**src/rtl/hazard_pkg.sv**
```systemverilog
// Shared types and constants for the hazard controller: FSM encoding, scoreboard
// geometry and the counter load values used with and without forwarding.
package hazard_pkg;

  localparam int unsigned NumRegs = 8;
  localparam int unsigned RegW    = 3;
  localparam int unsigned CntW    = 2;

  // Cycles a fresh writer blocks its readers for.
  localparam int unsigned N_WR_NOFWD = 2;
  localparam int unsigned N_WR_LOAD  = 1;

  typedef logic [RegW-1:0] reg_idx_t;
  typedef logic [CntW-1:0] cnt_t;

  typedef enum logic [1:0] {
    StRun    = 2'd0,
    StFlush  = 2'd1,
    StDrain  = 2'd2,
    StHalted = 2'd3
  } hazard_state_e;

  // Saturating decrement of one scoreboard entry.
  function automatic cnt_t cnt_dec(cnt_t c);
    return (c == '0) ? '0 : c - cnt_t'(1);
  endfunction

endpackage

```
**src/rtl/hazard_ctrl_if.sv**
```systemverilog
// ID-stage view of the instruction plus the hazard controller's pipeline controls.
// master = pipeline (drives ID fields), slave = hazard_ctrl.
interface hazard_ctrl_if;
  import hazard_pkg::*;

  logic     id_valid;
  reg_idx_t id_readReg1;
  reg_idx_t id_readReg2;
  logic     id_use1;
  logic     id_use2;
  reg_idx_t id_writeReg;
  logic     id_RegWrite;
  logic     id_MemRead;
  logic     id_halt;
  logic     id_br_taken;

  logic     Stall;
  logic     flush_ifid;
  logic     pc_en;
  logic     halt_done;

  modport master (
    output id_valid, id_readReg1, id_readReg2, id_use1, id_use2, id_writeReg,
           id_RegWrite, id_MemRead, id_halt, id_br_taken,
    input  Stall, flush_ifid, pc_en, halt_done
  );

  modport slave (
    input  id_valid, id_readReg1, id_readReg2, id_use1, id_use2, id_writeReg,
           id_RegWrite, id_MemRead, id_halt, id_br_taken,
    output Stall, flush_ifid, pc_en, halt_done
  );

endinterface

```
**src/rtl/hazard_scoreboard.sv**
```systemverilog
// Per-register busy counters: one load port, two read ports and an all-idle flag.
// A load on an entry wins over that entry's decrement in the same cycle.
module hazard_scoreboard
  import hazard_pkg::*;
(
  input  logic     clk,
  input  logic     rst,
  input  logic     ld_en,
  input  reg_idx_t ld_idx,
  input  cnt_t     ld_val,
  input  reg_idx_t rd_idx1,
  input  reg_idx_t rd_idx2,
  output cnt_t     rd_cnt1,
  output cnt_t     rd_cnt2,
  output logic     all_zero
);

  cnt_t cnt_q [NumRegs];
  cnt_t cnt_d [NumRegs];

  always_comb begin
    for (int i = 0; i < NumRegs; i++) begin
      cnt_d[i] = cnt_dec(cnt_q[i]);
      if (ld_en && (ld_idx == reg_idx_t'(i))) begin
        cnt_d[i] = ld_val;
      end
    end
  end

  always_ff @(posedge clk or negedge rst) begin
    if (!rst) begin
      for (int i = 0; i < NumRegs; i++) begin
        cnt_q[i] <= '0;
      end
    end else begin
      for (int i = 0; i < NumRegs; i++) begin
        cnt_q[i] <= cnt_d[i];
      end
    end
  end

  always_comb begin
    all_zero = 1'b1;
    for (int i = 0; i < NumRegs; i++) begin
      if (cnt_q[i] != '0) begin
        all_zero = 1'b0;
      end
    end
  end

  assign rd_cnt1 = cnt_q[rd_idx1];
  assign rd_cnt2 = cnt_q[rd_idx2];

endmodule

```
**src/rtl/hazard_ctrl.sv**
```systemverilog
// Pipeline hazard controller: RAW stall via scoreboard, taken-branch flush, halt drain.
// Define HAZ_CTRL_FWD_EN for the forwarding build (only loads occupy the scoreboard).
module hazard_ctrl
  import hazard_pkg::*;
(
  input  logic          clk,
  input  logic          rst,
  hazard_ctrl_if.slave  bus
);

  hazard_state_e state_q, state_d;

  logic hazard;
  logic issue;
  logic ld_en;
  cnt_t ld_val;
  cnt_t rd_cnt1;
  cnt_t rd_cnt2;
  logic all_zero;

  logic stall;
  logic flush_ifid;
  logic pc_en;
  logic halt_done;

  hazard_scoreboard u_scoreboard (
    .clk      (clk),
    .rst      (rst),
    .ld_en    (ld_en),
    .ld_idx   (bus.id_writeReg),
    .ld_val   (ld_val),
    .rd_idx1  (bus.id_readReg1),
    .rd_idx2  (bus.id_readReg2),
    .rd_cnt1  (rd_cnt1),
    .rd_cnt2  (rd_cnt2),
    .all_zero (all_zero)
  );

  // Bubbles never stall; only sources actually read can create a RAW hazard.
  assign hazard = bus.id_valid &&
                  ((bus.id_use1 && (rd_cnt1 != '0)) || (bus.id_use2 && (rd_cnt2 != '0)));

  assign issue = bus.id_valid && (state_q == StRun) && !hazard;

`ifdef HAZ_CTRL_FWD_EN
  // ALU results are forwarded; only a load leaves a one-cycle gap.
  assign ld_en  = issue && bus.id_RegWrite && bus.id_MemRead;
  assign ld_val = cnt_t'(N_WR_LOAD);
`else
  // No bypass network: every writer blocks readers until the register file has it.
  assign ld_en  = issue && bus.id_RegWrite;
  assign ld_val = cnt_t'(N_WR_NOFWD);
`endif

  always_ff @(posedge clk or negedge rst) begin
    if (!rst) begin
      state_q <= StRun;
    end else begin
      state_q <= state_d;
    end
  end

  always_comb begin
    state_d = state_q;
    unique case (state_q)
      StRun: begin
        // Halt outranks a taken branch carried by the same instruction.
        if (issue && bus.id_halt) begin
          state_d = StDrain;
        end else if (issue && bus.id_br_taken) begin
          state_d = StFlush;
        end
      end
      StFlush:  state_d = StRun;
      StDrain: begin
        if (all_zero) begin
          state_d = StHalted;
        end
      end
      StHalted: state_d = StHalted;
      default:  state_d = StRun;
    endcase
  end

  always_comb begin
    stall      = 1'b0;
    flush_ifid = 1'b0;
    pc_en      = 1'b1;
    halt_done  = 1'b0;
    unique case (state_q)
      StRun: begin
        stall = hazard;
        pc_en = !hazard;
      end
      StFlush: begin
        flush_ifid = 1'b1;
        pc_en      = 1'b1;
      end
      StDrain: begin
        stall = 1'b1;
        pc_en = 1'b0;
      end
      StHalted: begin
        stall     = 1'b1;
        pc_en     = 1'b0;
        halt_done = 1'b1;
      end
      default: begin
        stall = 1'b0;
        pc_en = 1'b1;
      end
    endcase
  end

  assign bus.Stall      = stall;
  assign bus.flush_ifid = flush_ifid;
  assign bus.pc_en      = pc_en;
  assign bus.halt_done  = halt_done;

endmodule

```
**src/flat_wrapper.sv**
```systemverilog
// flat-port wrapper written by rule: the top's interface ports become plain ports
module hazard_ctrl_flat import hazard_pkg::*;
  (clk, rst, bus_id_valid, bus_id_readReg1, bus_id_readReg2, bus_id_use1, bus_id_use2, bus_id_writeReg, bus_id_RegWrite, bus_id_MemRead, bus_id_halt, bus_id_br_taken, bus_Stall, bus_flush_ifid, bus_pc_en, bus_halt_done);
  hazard_ctrl_if bus_i ();
  input  logic clk;
  input  logic rst;
  input wire logic [$bits(bus_i.id_valid)-1:0] bus_id_valid;
  input wire logic [$bits(bus_i.id_readReg1)-1:0] bus_id_readReg1;
  input wire logic [$bits(bus_i.id_readReg2)-1:0] bus_id_readReg2;
  input wire logic [$bits(bus_i.id_use1)-1:0] bus_id_use1;
  input wire logic [$bits(bus_i.id_use2)-1:0] bus_id_use2;
  input wire logic [$bits(bus_i.id_writeReg)-1:0] bus_id_writeReg;
  input wire logic [$bits(bus_i.id_RegWrite)-1:0] bus_id_RegWrite;
  input wire logic [$bits(bus_i.id_MemRead)-1:0] bus_id_MemRead;
  input wire logic [$bits(bus_i.id_halt)-1:0] bus_id_halt;
  input wire logic [$bits(bus_i.id_br_taken)-1:0] bus_id_br_taken;
  output wire logic [$bits(bus_i.Stall)-1:0] bus_Stall;
  output wire logic [$bits(bus_i.flush_ifid)-1:0] bus_flush_ifid;
  output wire logic [$bits(bus_i.pc_en)-1:0] bus_pc_en;
  output wire logic [$bits(bus_i.halt_done)-1:0] bus_halt_done;
  assign bus_i.id_valid = bus_id_valid;
  assign bus_i.id_readReg1 = bus_id_readReg1;
  assign bus_i.id_readReg2 = bus_id_readReg2;
  assign bus_i.id_use1 = bus_id_use1;
  assign bus_i.id_use2 = bus_id_use2;
  assign bus_i.id_writeReg = bus_id_writeReg;
  assign bus_i.id_RegWrite = bus_id_RegWrite;
  assign bus_i.id_MemRead = bus_id_MemRead;
  assign bus_i.id_halt = bus_id_halt;
  assign bus_i.id_br_taken = bus_id_br_taken;
  assign bus_Stall = bus_i.Stall;
  assign bus_flush_ifid = bus_i.flush_ifid;
  assign bus_pc_en = bus_i.pc_en;
  assign bus_halt_done = bus_i.halt_done;
  hazard_ctrl u_core (.clk(clk), .rst(rst), .bus(bus_i));
endmodule
```
**config.mk**
```make
export PLATFORM = sky130hd
export DESIGN_NAME = hazard_ctrl_flat
export DESIGN_NICKNAME = d
export VERILOG_FILES = /design/src/rtl/hazard_pkg.sv /design/src/rtl/hazard_ctrl_if.sv /design/src/rtl/hazard_scoreboard.sv /design/src/rtl/hazard_ctrl.sv /design/src/flat_wrapper.sv
export SDC_FILE = /design/constraint.sdc
export NUM_CORES = 1
export LEC_CHECK = 0
export ABC_AREA = 0
export BUFFER_PORTS_ARGS = -buffer_cell sky130_fd_sc_hd__buf_2
export CORE_MARGIN = 3
export CORE_UTILIZATION = 29
export CTS_CLUSTER_DIAMETER = 100
export DETAILED_ROUTE_END_ITERATION = 8
export GPL_TIMING_DRIVEN = 0
export PLACE_DENSITY_LB_ADDON = 0.1
export SYNTH_ARGS = -nofsm -noshare
export SYNTH_HDL_FRONTEND = slang
export SYNTH_SLANG_ARGS = --single-unit
export TNS_END_PERCENT = 10
```
**constraint.sdc**
```tcl
create_clock -name clk -period 1.8 [get_ports clk]
set_input_delay 0.09 -clock clk [delete_from_list [all_inputs] [get_ports clk]]
set_output_delay 0.09 -clock clk [all_outputs]
set_load 0.01 [all_outputs]
```
Word-level counts from Yosys, hierarchy flattened
Index checks and enable logic that the tools add are counted.
{"block": "word_totals", "output_inout_bits": 4, "inputBits": 18, "n_memories": 0, "ramBits": 0, "wordCells": 111, "ff_bits": 18, "latchBits": 0, "mem_bits_ro": 0}
{"block": "op_classes", "order_cmp": 2, "n_bitwise": 2, "n_mul": 0, "reduce_logical": 40, "add_sub_neg": 8, "mux": 38, "div_mod_pow": 0, "n_shift": 0, "n_eq_ne": 12}
{"operator": "two-way mux 2 bit", "n": 23}
{"operator": "nonzero test 2 bit", "n": 10}
{"operator": "logical NOT 2 bit", "n": 9}
{"operator": "logical AND 1 bit", "n": 16}
{"operator": "subtractor 2 x 1 -> 2 bit, second input constant", "n": 8}
{"operator": "binary-select mux 2 bit (select 3 bit)", "n": 2}
{"operator": "== test 3 bit, second input constant", "n": 4}
{"operator": "two-way mux 1 bit", "n": 10}
{"operator": ">= comparator 4 bit, second input constant", "n": 2}
{"operator": "inverter 3 -> 4 bit", "n": 2}
{"operator": "one-hot mux 2 bit (4 select lines)", "n": 1}
{"operator": "== test 3 x 2 -> 1 bit, second input constant", "n": 2}
{"operator": "== test 2 bit, second input constant", "n": 2}
{"operator": "== test 3 x 1 -> 1 bit, second input constant", "n": 1}
{"operator": "logical NOT 3 bit", "n": 1}
{"operator": "!= test 3 bit, second input constant", "n": 1}
{"operator": "one-hot mux 1 bit (3 select lines)", "n": 1}
{"operator": "== test 2 x 1 -> 1 bit, second input constant", "n": 1}
{"operator": "!= test 2 x 1 -> 1 bit, second input constant", "n": 1}
{"operator": "one-hot mux 1 bit (2 select lines)", "n": 1}
{"operator": "AND reduction 2 bit", "n": 1}
{"operator": "OR reduction 2 bit", "n": 1}
{"operator": "logical NOT 1 bit", "n": 1}
{"operator": "logical OR 1 bit", "n": 1}

Logic depth before layout (Yosys ltp)
Gate-level depths: netlist (run 1).
{"block": "depth", "depth_word": 14, "mapped_depth": 7, "ltp_nobuf": 5}

By module
Synthesis (run 1) repeated with hierarchy kept, for this count alone.
{"block": "unflattened", "hier_cells": 92, "area_unflattened_um2": 1174.9}
{"module": "hazard_scoreboard", "cells_per_inst": 74, "area_each_um2": 1028.5, "seq_area_each_um2": 400.4, "n_inst": 1}
{"module": "hazard_ctrl", "cells_per_inst": 18, "area_each_um2": 146.4, "seq_area_each_um2": 50.0, "n_inst": 1}

Worst setup path after synthesis (run 1)
OpenSTA, ideal clock, no wires.
{"block": "synth_path", "path_kind": "reg2out", "from": "register u_core.u_scoreboard.cnt_q[13] (netlist name)", "to": "output port bus_pc_en", "t_arrival_ps": 1349, "path_stages_with_launch": 7, "path_slack_ps": 361, "t_required_ps": 1710, "n_path_buf": 1, "cell_sequence": "dfrtp_1 > nor4b_1 > a311oi_1 > o21ai_0 > and4_4 > buf_6 > o21ba_2"}
{"block": "synth_via", "elab_chain_len": 9, "elab_cells_between_ends": 14, "classes_between": "7 x mux; 7 x reduce/logical"}
{"item": "from (decl)", "line_no": "hazard_scoreboard.sv:18", "source": "cnt_t cnt_q [NumRegs];"}
{"item": "from (signal, indexed assignment)", "line_no": "hazard_scoreboard.sv:37", "source": "cnt_q[i] <= cnt_d[i];"}
{"item": "binary-select mux 2 bit (select 3 bit) (on tied branches)", "line_no": "hazard_scoreboard.sv:51, hazard_scoreboard.sv:52"}
{"item": "two-way mux 2 bit (on tied branches) (2 in a row)", "line_no": "hazard_scoreboard.sv:51, hazard_scoreboard.sv:52"}
{"item": "nonzero test 2 bit", "line_no": "hazard_ctrl.sv:41", "source": "((bus.id_use1 && (rd_cnt1 != '0)) || (bus.id_use2 && (rd_cnt2 != '0)));"}
{"item": "logical AND 1 bit", "line_no": "hazard_ctrl.sv:41"}
{"item": "logical OR 1 bit *", "line_no": "hazard_ctrl.sv:41"}
{"item": "logical AND 1 bit *", "line_no": "hazard_ctrl.sv:40", "source": "assign hazard = bus.id_valid &&"}
{"item": "logical NOT 1 bit *", "line_no": "hazard_ctrl.sv:93", "source": "pc_en = !hazard;"}
{"item": "one-hot mux 1 bit (3 select lines) *", "line_no": "hazard_ctrl.sv:90", "source": "unique case (state_q)"}
{"item": "to (decl)", "line_no": "flat_wrapper.sv:19", "source": "output wire logic [$bits(bus_i.pc_en)-1:0] bus_pc_en;"}
Every way passes the cells marked *; elsewhere a longest branch is shown, timed or not. The select of a mux whose other input is x is not followed.

Worst setup path after layout (run 1)
{"block": "layout_path", "from": "register u_core.u_scoreboard.cnt_q[2] (netlist name)", "to": "output port bus_pc_en"}
Same word-level chain as after synthesis.

==> results of run 1 <==
kinds of logic (layout without fill, tap and decap cells):
kind of cell	Yosys count	after routing	synth area share, %
AND/OR/NAND/NOR	33	33	19.9
buffers and inverters	16	46	8.24
flip-flops	18	18	44.9
AO/OA/AOI/OAI	33	33	27.0
layout make-up:
cell class | count | area (um^2)
buffer | 5 | 33.8
sequential | 18 | 450
tap | 44 | 55.1
inverter | 10 | 37.5
timing repair buffer | 28 | 171
multi-input combinational | 66 | 509
clock buffer | 3 | 22.5
fill | 330 | 1900
timing repair:
item | in CTS | in global routing
endpoints found under the hold margin | 18 | 0
resized for setup | 6 | 5
buffers inserted | 7 | 1
setup endpoints to repair | 2 | 12
pin swaps | 5 | 5
cloned | 0 | 0
hold buffers | 1 | 0
critical path, cell delays in order, from the launching register on:
cell and delay (ns):
sky130_fd_sc_hd__dfrtp_1 0.43, sky130_fd_sc_hd__nor4b_2 0.29, sky130_fd_sc_hd__a311oi_1 0.07, sky130_fd_sc_hd__o21ai_1 0.09, sky130_fd_sc_hd__and4_4 0.28, sky130_fd_sc_hd__o21ba_2 0.15, sky130_fd_sc_hd__buf_6 0.09
sequential cells by signal (all words and copies together), names as in the netlist:
register,count
u_core.u_scoreboard.cnt_q,16
u_core.state_q,2
power by group through the flow:
stage                     combinational, W  sequential, W  clock (W)
after floorplan                   0.000146       0.000433          0
after global placement            0.000236       0.000435          0
after detailed placement          0.000237       0.000436          0
after CTS                         0.000257       0.000428   0.000208
after global routing              0.000283       0.000430   0.000228
final                             0.000258       0.000429   0.000193
per-stage QoR:
| step | setup WS, ns | std cells | total power [W] | hold WS [ns] | utilization (%) |
|---|---|---|---|---|---|
| detailed placement | 0.0855 | 163 | 0.000672 | 0.0445 | 36.3 |
| global route | -0.0812 | 174 | 0.000941 | 0.0803 | 40.3 |
| global placement | 0.0909 | 163 | 0.000671 | 0.0416 | 36.3 |
| CTS | -0.00256 | 173 | 0.000893 | 0.0681 | 39.4 |
| finish | 0.0153 | 174 | 0.000880 | 0.0782 | 40.3 |
| floorplan | 0.361 | 100 | 0.000579 | -0.206 | - |
placed cells by master (no fill, tap or decap), types with 2 or more instances in the layout:
master,n
sky130_fd_sc_hd__a32o_1,9
sky130_fd_sc_hd__buf_2,18
sky130_fd_sc_hd__a21oi_1,4
sky130_fd_sc_hd__buf_6,3
sky130_fd_sc_hd__dfrtp_1,18
sky130_fd_sc_hd__clkbuf_4,3
sky130_fd_sc_hd__a311oi_1,10
sky130_fd_sc_hd__nand4_1,2
sky130_fd_sc_hd__nor2_2,2
sky130_fd_sc_hd__buf_4,8
sky130_fd_sc_hd__nand2_1,2
sky130_fd_sc_hd__nor2b_1,2
sky130_fd_sc_hd__nor3_2,3
sky130_fd_sc_hd__o2111ai_1,2
sky130_fd_sc_hd__nand2b_1,2
sky130_fd_sc_hd__nor4b_2,4
sky130_fd_sc_hd__inv_1,10
sky130_fd_sc_hd__buf_1,2
sky130_fd_sc_hd__and2_1,2
sky130_fd_sc_hd__nor2_1,8
sky130_fd_sc_hd__a31oi_1,2
sky130_fd_sc_hd__o21ai_1,2
per-layer routing:
| metal | part of all wire (%) | up-vias | global-route usage [%] |
|---|---|---|---|
| met1 | 45 | 454 | 17.2 |
| met3 | 5.3 | 5 | 1.91 |
| met5 | 0 | - | 0 |
| met4 | 1.8 | 0 | 5.54 |
| li1 | - | 447 | - |
| met2 | 48 | 20 | 21.8 |
how the worst max path moves through the flow:
stage / from / to / slack, ns / depth (start not counted)
after floorplan: u_core.u_scoreboard.cnt_q[13] / bus_pc_en / 0.36 / 6
final: u_core.u_scoreboard.cnt_q[2] / bus_pc_en / 0.02 / 6
after detailed placement: u_core.u_scoreboard.cnt_q[2] / bus_pc_en / 0.09 / 7
after global placement: u_core.u_scoreboard.cnt_q[2] / bus_pc_en / 0.09 / 7
after CTS: u_core.u_scoreboard.cnt_q[5] / bus_pc_en / -0.003 / 6
after global routing: u_core.u_scoreboard.cnt_q[7] / bus_pc_en / -0.08 / 6
==> impl_results.md, run 1 <==
- Run status: finished, final reports clean
- Maximum number of pins on one net before global-route repair: 19
- Number of nets in the synthesized netlist: 118
- DRC Markers: 0
- Die area: 0.00420 mm^2
- Part of the power in the clock network: 22.0%
- Via count of the first global-routing pass: 921
- Summed instance area of the synthesized netlist: 0.00100 mm^2
- Setup skew after layout: 0.00354 ns
- Maximum clock path buffer count: 2
- Synth Flop Type: sky130_fd_sc_hd__dfrtp_1
- Num ports: 22
- Power density cells: 688 mW/mm^2
- DR iter-0 viols: 37
- Number of H-tree branching levels: 1
- Cells after synthesis: 100
- Skew-Pair Late Insertion Delay: 0.29 ns
- Net switching component of the power: 0.000261 W
- Register area share after synthesis: 44.9%
- Ant diodes: 0
- Setup slack on the worst flop-to-flop path: 0.02 ns
- Unrepaired setup endpoints after global routing: yes
- Post-placement cell area: 0.00115 mm^2
- Number of port buffers: 19
- Total Nets Final: 150
- Final Cycle Share: 99.2%
- DRT antenna net count: 0
- Max rail drop VDD: 343 uV
- Fraction of layout instances using a drive strength above 1: 33.8%
- Final setup viols: 0
- Max FO, Critical Path: 4
- Gr usage total: 13.2%
- CTS clk-pin slew, worst paths: 0.09 ns
- Core Region: 0.00318 mm^2
- Library cell occupying the most area in the post-synthesis netlist: sky130_fd_sc_hd__dfrtp_1
- First-pass GRT wire length: 4330 um
- Combinational Power Share: 29.3%
- TritonCTS clock tree: done
- Cell with the most instances after synthesis: sky130_fd_sc_hd__dfrtp_1
- Vias per Instance: 5.32
- Final GP Congestion: 0.726
- Final sum of negative setup slack: 0 ns
- WHS Path Cells: 2
- Number of cells traversed by the worst register-to-register path: 8
- Final critical path time including I/O delays and setup: 1.78 ns
- Max-Cap Viols: 0
- FP Rows: 20
- Worst Path Class, Setup: flip-flop to output port
- Slew headroom: 53.1%
- WL/cell: 14.4 um
- Path type of the worst min-delay path: input port to flip-flop
- Root buf cell: sky130_fd_sc_hd__clkbuf_4
- Design area: 0.00128 mm^2
- Min-Delay Startpoint: bus_id_valid
- Initial standard-cell utilization of the core: 31.5%
- CTS Buf Count: 3
- Count of TritonRoute iterations in the first routing pass: 4
- Die boundary height: 64.8 um
- Max-slew violation total from the final report: 0
- Proportion of synthesized flip-flops having asynchronous set or reset: 100%
- Clk sinks: 18
- Number of warning messages in the yosys log: 0
- Internal power contribution: 0.000619 W
- Sequential cell fraction of total power: 48.7%
- Total routed wirelength: 2510 um
- F_max: 560 MHz
- Arrival time at the worst endpoint: 1.69 ns
- DR vias: 926
- HPWL after detailed placement: 1810 um
- Switching portion of total power: 29.6%
- Capture instance of the worst register-to-register path: u_core.state_q[1]
- #FFs+latches synth: 18
- Number of synthesized flops with an enable pin: 0
- Number of antenna violations at the first check in global routing: 0
- Tightest Pin Transition: 0.693 ns
- Proportion of netlist area held by the largest area contributor: 44.9%
- Nature of the critical path startpoint: flip-flop
- FF-to-FF Start: u_core.u_scoreboard.cnt_q[0]
- Standby leakage power: 0.545 nW
- Mean post-synth cell area: 10.0 um^2
- Area contributors post-synth: sky130_fd_sc_hd__dfrtp_1 45%, sky130_fd_sc_hd__a32o_1 9.0%, sky130_fd_sc_hd__a311oi_1 8.7%, sky130_fd_sc_hd__nor2_1 4.1%, sky130_fd_sc_hd__inv_1 3.7%
- Top cell types by occurrence after synthesis: 18 x sky130_fd_sc_hd__dfrtp_1, 11 x sky130_fd_sc_hd__nor2_1, 10 x sky130_fd_sc_hd__a311oi_1, 10 x sky130_fd_sc_hd__inv_1, 9 x sky130_fd_sc_hd__a32o_1
- Required time of the worst setup path: 1.71 ns
- Number of library cell types mapped by synthesis: 27
- Die W: 64.8 um
- Final number of hold-violating endpoints: 0
- Relative area change from synthesis to final layout: 27.7%
- GR Overflow Total: 0
- Worst hold endpoint: u_core.state_q[1]
- Nature of the critical path endpoint: output port
Note: power is estimated with default switching activity, not from simulation.
==> run 2: changes to the inputs <==
--- a/config.mk
+++ b/config.mk
@@ -9,7 +9,7 @@
 export BUFFER_PORTS_ARGS = -buffer_cell sky130_fd_sc_hd__buf_2
 export CORE_MARGIN = 3
 export CORE_UTILIZATION = 29
-export CTS_CLUSTER_DIAMETER = 100
+export CTS_BUF_LIST = sky130_fd_sc_hd__clkbuf_8
 export DETAILED_ROUTE_END_ITERATION = 8
 export GPL_TIMING_DRIVEN = 0
 export PLACE_DENSITY_LB_ADDON = 0.1
==> run 2 against run 1 <==
- non-clock buffer count decreased by 2
- total power rose by 9.6%
- sequential power about the same
- clock power grew 42%
- sequential cell count is the same
- critical path type unchanged
- largest cell class unchanged
==> impl_results.md, run 2 (synthesized netlist as in run 1, its figures left out) <==
- FP Rows: 20 (unchanged)
- Standby leakage power: 0.549 nW (was 0.545 nW)
- Number of port buffers: 19 (unchanged)
- CTS Buf Count: 3 (unchanged)
- Leading cell type in the layout, fill and taps excluded: sky130_fd_sc_hd__buf_2
- WL/cell: 14.4 um (about the same)
- Standard cell with the maximum stage delay on the critical path: sky130_fd_sc_hd__dfrtp_2 (was sky130_fd_sc_hd__dfrtp_1)
- Number of antenna violations at the first check in global routing: 0 (unchanged)
- Total routed wirelength: 2480 um (was 2510 um)
- Power density cells: 743 mW/mm^2 (was 688 mW/mm^2)
- First-pass GRT wire length: 4290 um (was 4330 um)
- Area used by sequential logic in the layout: 452 um^2 (was 450 um^2)
- Max reg flops: 16 (unchanged)
- Via count of the first global-routing pass: 926 (was 921)
- Number of buffer and inverter stages on the critical path: 1 (unchanged)
- Clk sinks: 18 (unchanged)
- Combined area of the multi-input logic cells: 522 um^2 (was 509 um^2)
- Max-slew violation total from the final report: 0 (unchanged)
- Die area: 0.00420 mm^2 (unchanged)
- Busiest layer in global routing: met2 (unchanged)
- Root buf cell: sky130_fd_sc_hd__clkbuf_8 (was sky130_fd_sc_hd__clkbuf_4)
- Global routing usage on met2: 22.1% (was 21.8%)
- Fraction of layout instances using a drive strength above 1: 33.6% (was 33.8%)
- Max FO, Critical Path: 5 (was 4)
- Required time of the worst setup path: 1.71 ns (about the same)
- Final sum of negative setup slack: 0 ns (unchanged)
- Vias per Instance: 5.30 (was 5.32)
- Setup slack after layout: 0.0725 ns (was 0.0153 ns)
- Run status: finished, final reports clean (unchanged)
- Post-Place Cells: 163 (unchanged)
- Most frequent cells in the layout: 18 x sky130_fd_sc_hd__buf_2, 17 x sky130_fd_sc_hd__dfrtp_1, 10 x sky130_fd_sc_hd__inv_1, 10 x sky130_fd_sc_hd__a311oi_1, 9 x sky130_fd_sc_hd__a32o_1 (was 18 x sky130_fd_sc_hd__buf_2, 18 x sky130_fd_sc_hd__dfrtp_1, 10 x sky130_fd_sc_hd__inv_1, 10 x sky130_fd_sc_hd__a311oi_1, 9 x sky130_fd_sc_hd__a32o_1)
- Gr usage total: 13.3% (was 13.2%)
- Setup skew after layout: 0.00257 ns (was 0.00354 ns)
- Maximum number of pins on one net before global-route repair: 19 (unchanged)
- DRT antenna net count: 0 (unchanged)
- Nature of the critical path startpoint: flip-flop (unchanged)
- Worst Path Class, Setup: flip-flop to output port (unchanged)
- Fraction of the core area covered by cells at the end of the flow: 40.8% (was 40.3%)
- TritonCTS clock tree: done (unchanged)
- Maximum clock path buffer count: 2 (unchanged)
- Met3 track demand over resource: 1.91% (unchanged)
- Worst setup timing slack at the placement stage: 0.0855 ns (unchanged)
- GR Overflow Total: 0 (unchanged)
- Die W: 64.8 um (unchanged)
- Final critical path time including I/O delays and setup: 1.73 ns (was 1.78 ns)
- Number of H-tree branching levels: 1 (unchanged)
- Max rail drop VDD: 417 uV (was 343 uV)
- Nature of the critical path endpoint: output port (unchanged)
- Number of gates on the worst path with buffers counted: 6 (unchanged)
- Largest registers: u_core.u_scoreboard.cnt_q: 16 flops, u_core.state_q: 2 flops (unchanged)
- Final GP Congestion: 0.726 (unchanged)
- DR iter-0 viols: 39 (was 37)
- Path type of the worst min-delay path: input port to flip-flop (unchanged)
- Crit-path leading delay family: simple AND/OR/NAND/NOR gates (unchanged)
- Unrepaired setup endpoints after global routing: yes (unchanged)
- Ant diodes: 0 (unchanged)
- Num ports: 22 (unchanged)
- Final number of hold-violating endpoints: 0 (unchanged)
- DRC Markers: 0 (unchanged)
- Crit path cell chain: nor4b_4 > a311oi_1 > o21ai_1 > and4_4 > o21ba_4 > buf_6 (was nor4b_2 > a311oi_1 > o21ai_1 > and4_4 > o21ba_2 > buf_6)
- DR vias: 911 (was 926)
- Final non-filler cell total: 172 (was 174)
- Max-Cap Viols: 0 (unchanged)
- Arrival time at the worst endpoint: 1.64 ns (was 1.69 ns)
- Fill cell count: 326 (was 330)
- Total Nets Final: 148 (was 150)
- Relative area change from synthesis to final layout: 29.5% (was 27.7%)
- Met1 track demand over resource in global routing: 16.8% (was 17.2%)
- Slew headroom: 54.7% (was 53.1%)
- CTS clk-pin slew, worst paths: 0.07 ns (was 0.09 ns)
- F_max: 579 MHz (was 560 MHz)
- Tightest Pin Transition: 0.670 ns (was 0.693 ns)
- Biggest cell delay along the critical path: 0.45 ns (was 0.43 ns)
- Initial standard-cell utilization of the core: 31.5% (unchanged)
- WHS Path Cells: 2 (unchanged)
- Count of TritonRoute iterations in the first routing pass: 4 (unchanged)
- Die boundary height: 64.8 um (unchanged)
- Final setup viols: 0 (unchanged)
- Register bank with the most flops: u_core.u_scoreboard.cnt_q (unchanged)
- Final Cycle Share: 96.0% (was 99.2%)
- Skew-Pair Late Insertion Delay: 0.25 ns (was 0.29 ns)
- Core Region: 0.00318 mm^2 (unchanged)
- HPWL after detailed placement: 1810 um (unchanged)
- Min Hold Slack: 0.119 ns (was 0.0782 ns)
- Number of cells traversed by the worst register-to-register path: 7 (was 8)
[run 2: power by group]
| part | total [W] | internal [W] | switching, W |
|---|---|---|---|
| clock | 0.000275 | 0.000148 | 0.000126 |
| sequential | 0.000429 | 0.000420 | 0.00000829 |
| combinational | 0.000261 | 0.000126 | 0.000136 |
[run 2: layout make-up]
cell class	instances	share of cell area, %
multi-input combinational	66	40.2
sequential	18	34.8
timing repair buffer	26	12.1
tap	44	4.24
clock buffer	3	3.18
inverter	10	2.89
buffer	5	2.60
[run 2: per-layer routing]
layer	routed length [um]	vias to the layer above
li1	-	444
met1	1120	446
met2	1210	19
met3	124	2
met4	19	0
met5	0	-
[run 2: stage by stage]
step                area, um^2  total power [W]
floorplan                 1000         0.000579
global placement          1150         0.000671
detailed placement        1150         0.000672
CTS                       1260         0.000955
global route              1300          0.00102
finish                    1300         0.000964
[run 2: worst paths after layout]
kind	end	slack [ns]	start
worst max-delay path	bus_pc_en	0.07	u_core.u_scoreboard.cnt_q[2]
worst min-delay path	u_core.state_q[1]	0.12	bus_id_valid
worst max register to register	u_core.state_q[1]	0.12	u_core.u_scoreboard.cnt_q[8]
worst min register to register	u_core.u_scoreboard.cnt_q[0]	0.48	u_core.u_scoreboard.cnt_q[0]
max in group asynchronous	u_core.u_scoreboard.cnt_q[2]	1.20	rst
min in group asynchronous	u_core.u_scoreboard.cnt_q[1]	0.29	rst
[run 2: repair_timing]
item / in CTS / in global routing
buffers inserted: 6 / 0
endpoints found under the hold margin: 18 / 0
resized for setup: 5 / 8
setup endpoints to repair: 2 / 2
cloned: 0 / 0
pin swaps: 2 / 6
hold buffers: 1 / 0
==> run 3: changes to the inputs <==
--- a/config.mk
+++ b/config.mk
@@ -7,7 +7,6 @@
 export LEC_CHECK = 0
 export ABC_AREA = 0
 export BUFFER_PORTS_ARGS = -buffer_cell sky130_fd_sc_hd__buf_2
-export CORE_MARGIN = 3
 export CORE_UTILIZATION = 29
 export CTS_BUF_LIST = sky130_fd_sc_hd__clkbuf_8
 export DETAILED_ROUTE_END_ITERATION = 8
==> run 3 against run 2 <==
- sequential power is essentially flat
- combinational power grew 5%
- non-clock buffer count shrank 2
- cell count shrank 1.2%
- maximum frequency shrank 0.93%
- design area shrank 0.58%
- critical endpoint unchanged
- critical path depth is the same
- core utilization grew 0.086 points
- die area shrank 12%
==> impl_results.md, run 3 (synthesized netlist as in run 1, its figures left out) <==
- Final number of hold-violating endpoints: 0 (unchanged)
- Post-placement cell area: 0.00115 mm^2 (unchanged)
- Fill cell count: 347 (was 326)
- Post-Place Cells: 163 (unchanged)
- Final GP Congestion: 0.791 (was 0.726)
- Core Region: 0.00315 mm^2 (was 0.00318 mm^2)
- CTS Buf Count: 3 (unchanged)
- Design area: 0.00129 mm^2 (was 0.00130 mm^2)
- CP endpoint: bus_pc_en (unchanged)
- Worst Path Class, Setup: flip-flop to output port (unchanged)
- Maximum clock path buffer count: 2 (unchanged)
- Die boundary height: 60.8 um (was 64.8 um)
- Clk sinks: 18 (unchanged)
- Count of TritonRoute iterations in the first routing pass: 3 (was 4)
- Max-Cap Viols: 0 (unchanged)
- F_max: 573 MHz (was 579 MHz)
- Slew headroom: 51.1% (was 54.7%)
- Tightest Pin Transition: 0.727 ns (was 0.670 ns)
- Skew-Pair Late Insertion Delay: 0.25 ns (about the same)
- Max FO, Critical Path: 5 (unchanged)
- Number of antenna violations at the first check in global routing: 0 (unchanged)
- Final critical path time including I/O delays and setup: 1.74 ns (was 1.73 ns)
- Via count of the first global-routing pass: 923 (was 926)
- Maximum number of pins on one net before global-route repair: 19 (unchanged)
- Relative area change from synthesis to final layout: 28.7% (was 29.5%)
- Root buf cell: sky130_fd_sc_hd__clkbuf_8 (unchanged)
- Number of cells traversed by the worst register-to-register path: 7 (unchanged)
- GR Overflow Total: 0 (unchanged)
- Die area: 0.00369 mm^2 (was 0.00420 mm^2)
- CTS clk-pin slew, worst paths: 0.07 ns (about the same)
- Vias per Instance: 5.45 (was 5.30)
- DRT antenna net count: 0 (unchanged)
- Nature of the critical path startpoint: flip-flop (unchanged)
- Die W: 60.8 um (was 64.8 um)
- DR vias: 926 (was 911)
- Final non-filler cell total: 170 (was 172)
- Unrepaired setup endpoints after global routing: yes (unchanged)
- Max reg flops: 16 (unchanged)
- Final setup viols: 0 (unchanged)
- Required time of the worst setup path: 1.71 ns (about the same)
- Max rail drop VDD: 524 uV (was 417 uV)
- Ant diodes: 0 (unchanged)
- Num ports: 22 (unchanged)
- Run status: finished, final reports clean (unchanged)
- Leading cell type in the layout, fill and taps excluded: sky130_fd_sc_hd__buf_2 (unchanged)
- Nature of the critical path endpoint: output port (unchanged)
- Register bank with the most flops: u_core.u_scoreboard.cnt_q (unchanged)
- Standby leakage power: 0.537 nW (was 0.549 nW)
- Overall power of the completed layout: 0.000983 W (was 0.000964 W)
- TritonCTS clock tree: done (unchanged)
- DR iter-0 viols: 42 (was 39)
- Initial standard-cell utilization of the core: 31.8% (was 31.5%)
- Number of port buffers: 19 (unchanged)
- Most frequent cells in the layout: 18 x sky130_fd_sc_hd__buf_2, 15 x sky130_fd_sc_hd__dfrtp_1, 10 x sky130_fd_sc_hd__inv_1 (was 18 x sky130_fd_sc_hd__buf_2, 17 x sky130_fd_sc_hd__dfrtp_1, 10 x sky130_fd_sc_hd__inv_1, 10 x sky130_fd_sc_hd__a311oi_1, 9 x sky130_fd_sc_hd__a32o_1)
- Worst setup startpoint: u_core.u_scoreboard.cnt_q[13] (was u_core.u_scoreboard.cnt_q[2])
- Power density cells: 762 mW/mm^2 (was 743 mW/mm^2)
- Arrival time at the worst endpoint: 1.65 ns (was 1.64 ns)
- Total routed wirelength: 2580 um (was 2480 um)
- WL/cell: 15.2 um (was 14.4 um)
- FP Rows: 20 (unchanged)
- First-pass GRT wire length: 4310 um (was 4290 um)
- Fraction of layout instances using a drive strength above 1: 32.5% (was 33.6%)
- Max-slew violation total from the final report: 0 (unchanged)
- Largest registers: u_core.u_scoreboard.cnt_q: 16 flops, u_core.state_q: 2 flops (unchanged)
- DRC Markers: 0 (unchanged)
- Gr usage total: 16.2% (was 13.3%)
- Number of H-tree branching levels: 1 (unchanged)
- Path type of the worst min-delay path: input port to flip-flop (unchanged)
- Total Nets Final: 146 (was 148)
- Setup skew after layout: 0.00370 ns (was 0.00257 ns)
- Fraction of the core area covered by cells at the end of the flow: 40.9% (was 40.8%)
- FF-to-FF Start: u_core.u_scoreboard.cnt_q[0] (was u_core.u_scoreboard.cnt_q[8])
- Capture instance of the worst register-to-register path: u_core.state_q[1] (unchanged)
- Final Cycle Share: 96.9% (was 96.0%)
- Setup slack on the worst flop-to-flop path: 0.10 ns (was 0.12 ns)
- HPWL after detailed placement: 1830 um (was 1810 um)
## run 3: timing repair
action / CTS / global route
setup buffers: 3 / 1
hold endpoints to repair: 18 / 0
pin swaps: 1 / 5
hold buffers: 1 / 0
gates resized for setup: 3 / 12
endpoints found under the setup margin: 2 / 19
## run 3: cell type report
cell class | instances | area [um^2] | area share, %
Buffer | 5 | 37.5 | 2.91
Clock buffer | 3 | 41.3 | 3.20
Inverter | 10 | 37.5 | 2.91
Multi-Input combinational cell | 66 | 519 | 40.3
Sequential cell | 18 | 454 | 35.2
Tap cell | 44 | 55.1 | 4.27
Timing Repair Buffer | 24 | 145 | 11.3
## run 3: power breakdown
group / switching, W / leakage (nW) / internal (W)
clock: 0.000134 / 0.0216 / 0.000149
combinational: 0.000143 / 0.276 / 0.000129
sequential: 0.00000765 / 0.239 / 0.000420
total: 0.000285 / 0.537 / 0.000698
## run 3: metrics by stage
stage	hold WS (ns)	setup WS, ns	TNS (ns)
floorplan	-0.206	0.361	0
global placement	0.0383	0.128	0
detailed placement	0.0432	0.119	0
finish	0.118	0.0562	0
CTS	0.111	0.0279	0
global route	0.114	-0.0290	-0.0559
## run 3: metal layers
metal | GRT usage [%] | vias up | share of wire, %
met1 | 20.2 | 468 | 48
met4 | 4.22 | 0 | 0.54
met2 | 27.6 | 17 | 48
li1 | - | 439 | -
met5 | 0 | - | 0
met3 | 4.48 | 2 | 4.1
## run 3: worst max-delay path, stage by stage (launching register included)
cell and delay [ns]:
sky130_fd_sc_hd__dfrtp_2 0.45, sky130_fd_sc_hd__nor4b_2 0.28, sky130_fd_sc_hd__a311oi_1 0.07, sky130_fd_sc_hd__o21ai_0 0.09, sky130_fd_sc_hd__and4_4 0.27, sky130_fd_sc_hd__o21ba_4 0.13
sky130_fd_sc_hd__buf_6 0.09
## run 3: worst min path at each step
stage                            start                end  slack (ns)  depth (start not counted)
final                     bus_id_valid  u_core.state_q[1]        0.12                          2
after global routing      bus_id_valid  u_core.state_q[1]        0.11                          2
after CTS                 bus_id_valid  u_core.state_q[1]        0.11                          2
after detailed placement           rst  u_core.state_q[1]        0.04                          1
after global placement             rst  u_core.state_q[1]        0.04                          1
after floorplan                    rst  u_core.state_q[0]       -0.21                          0
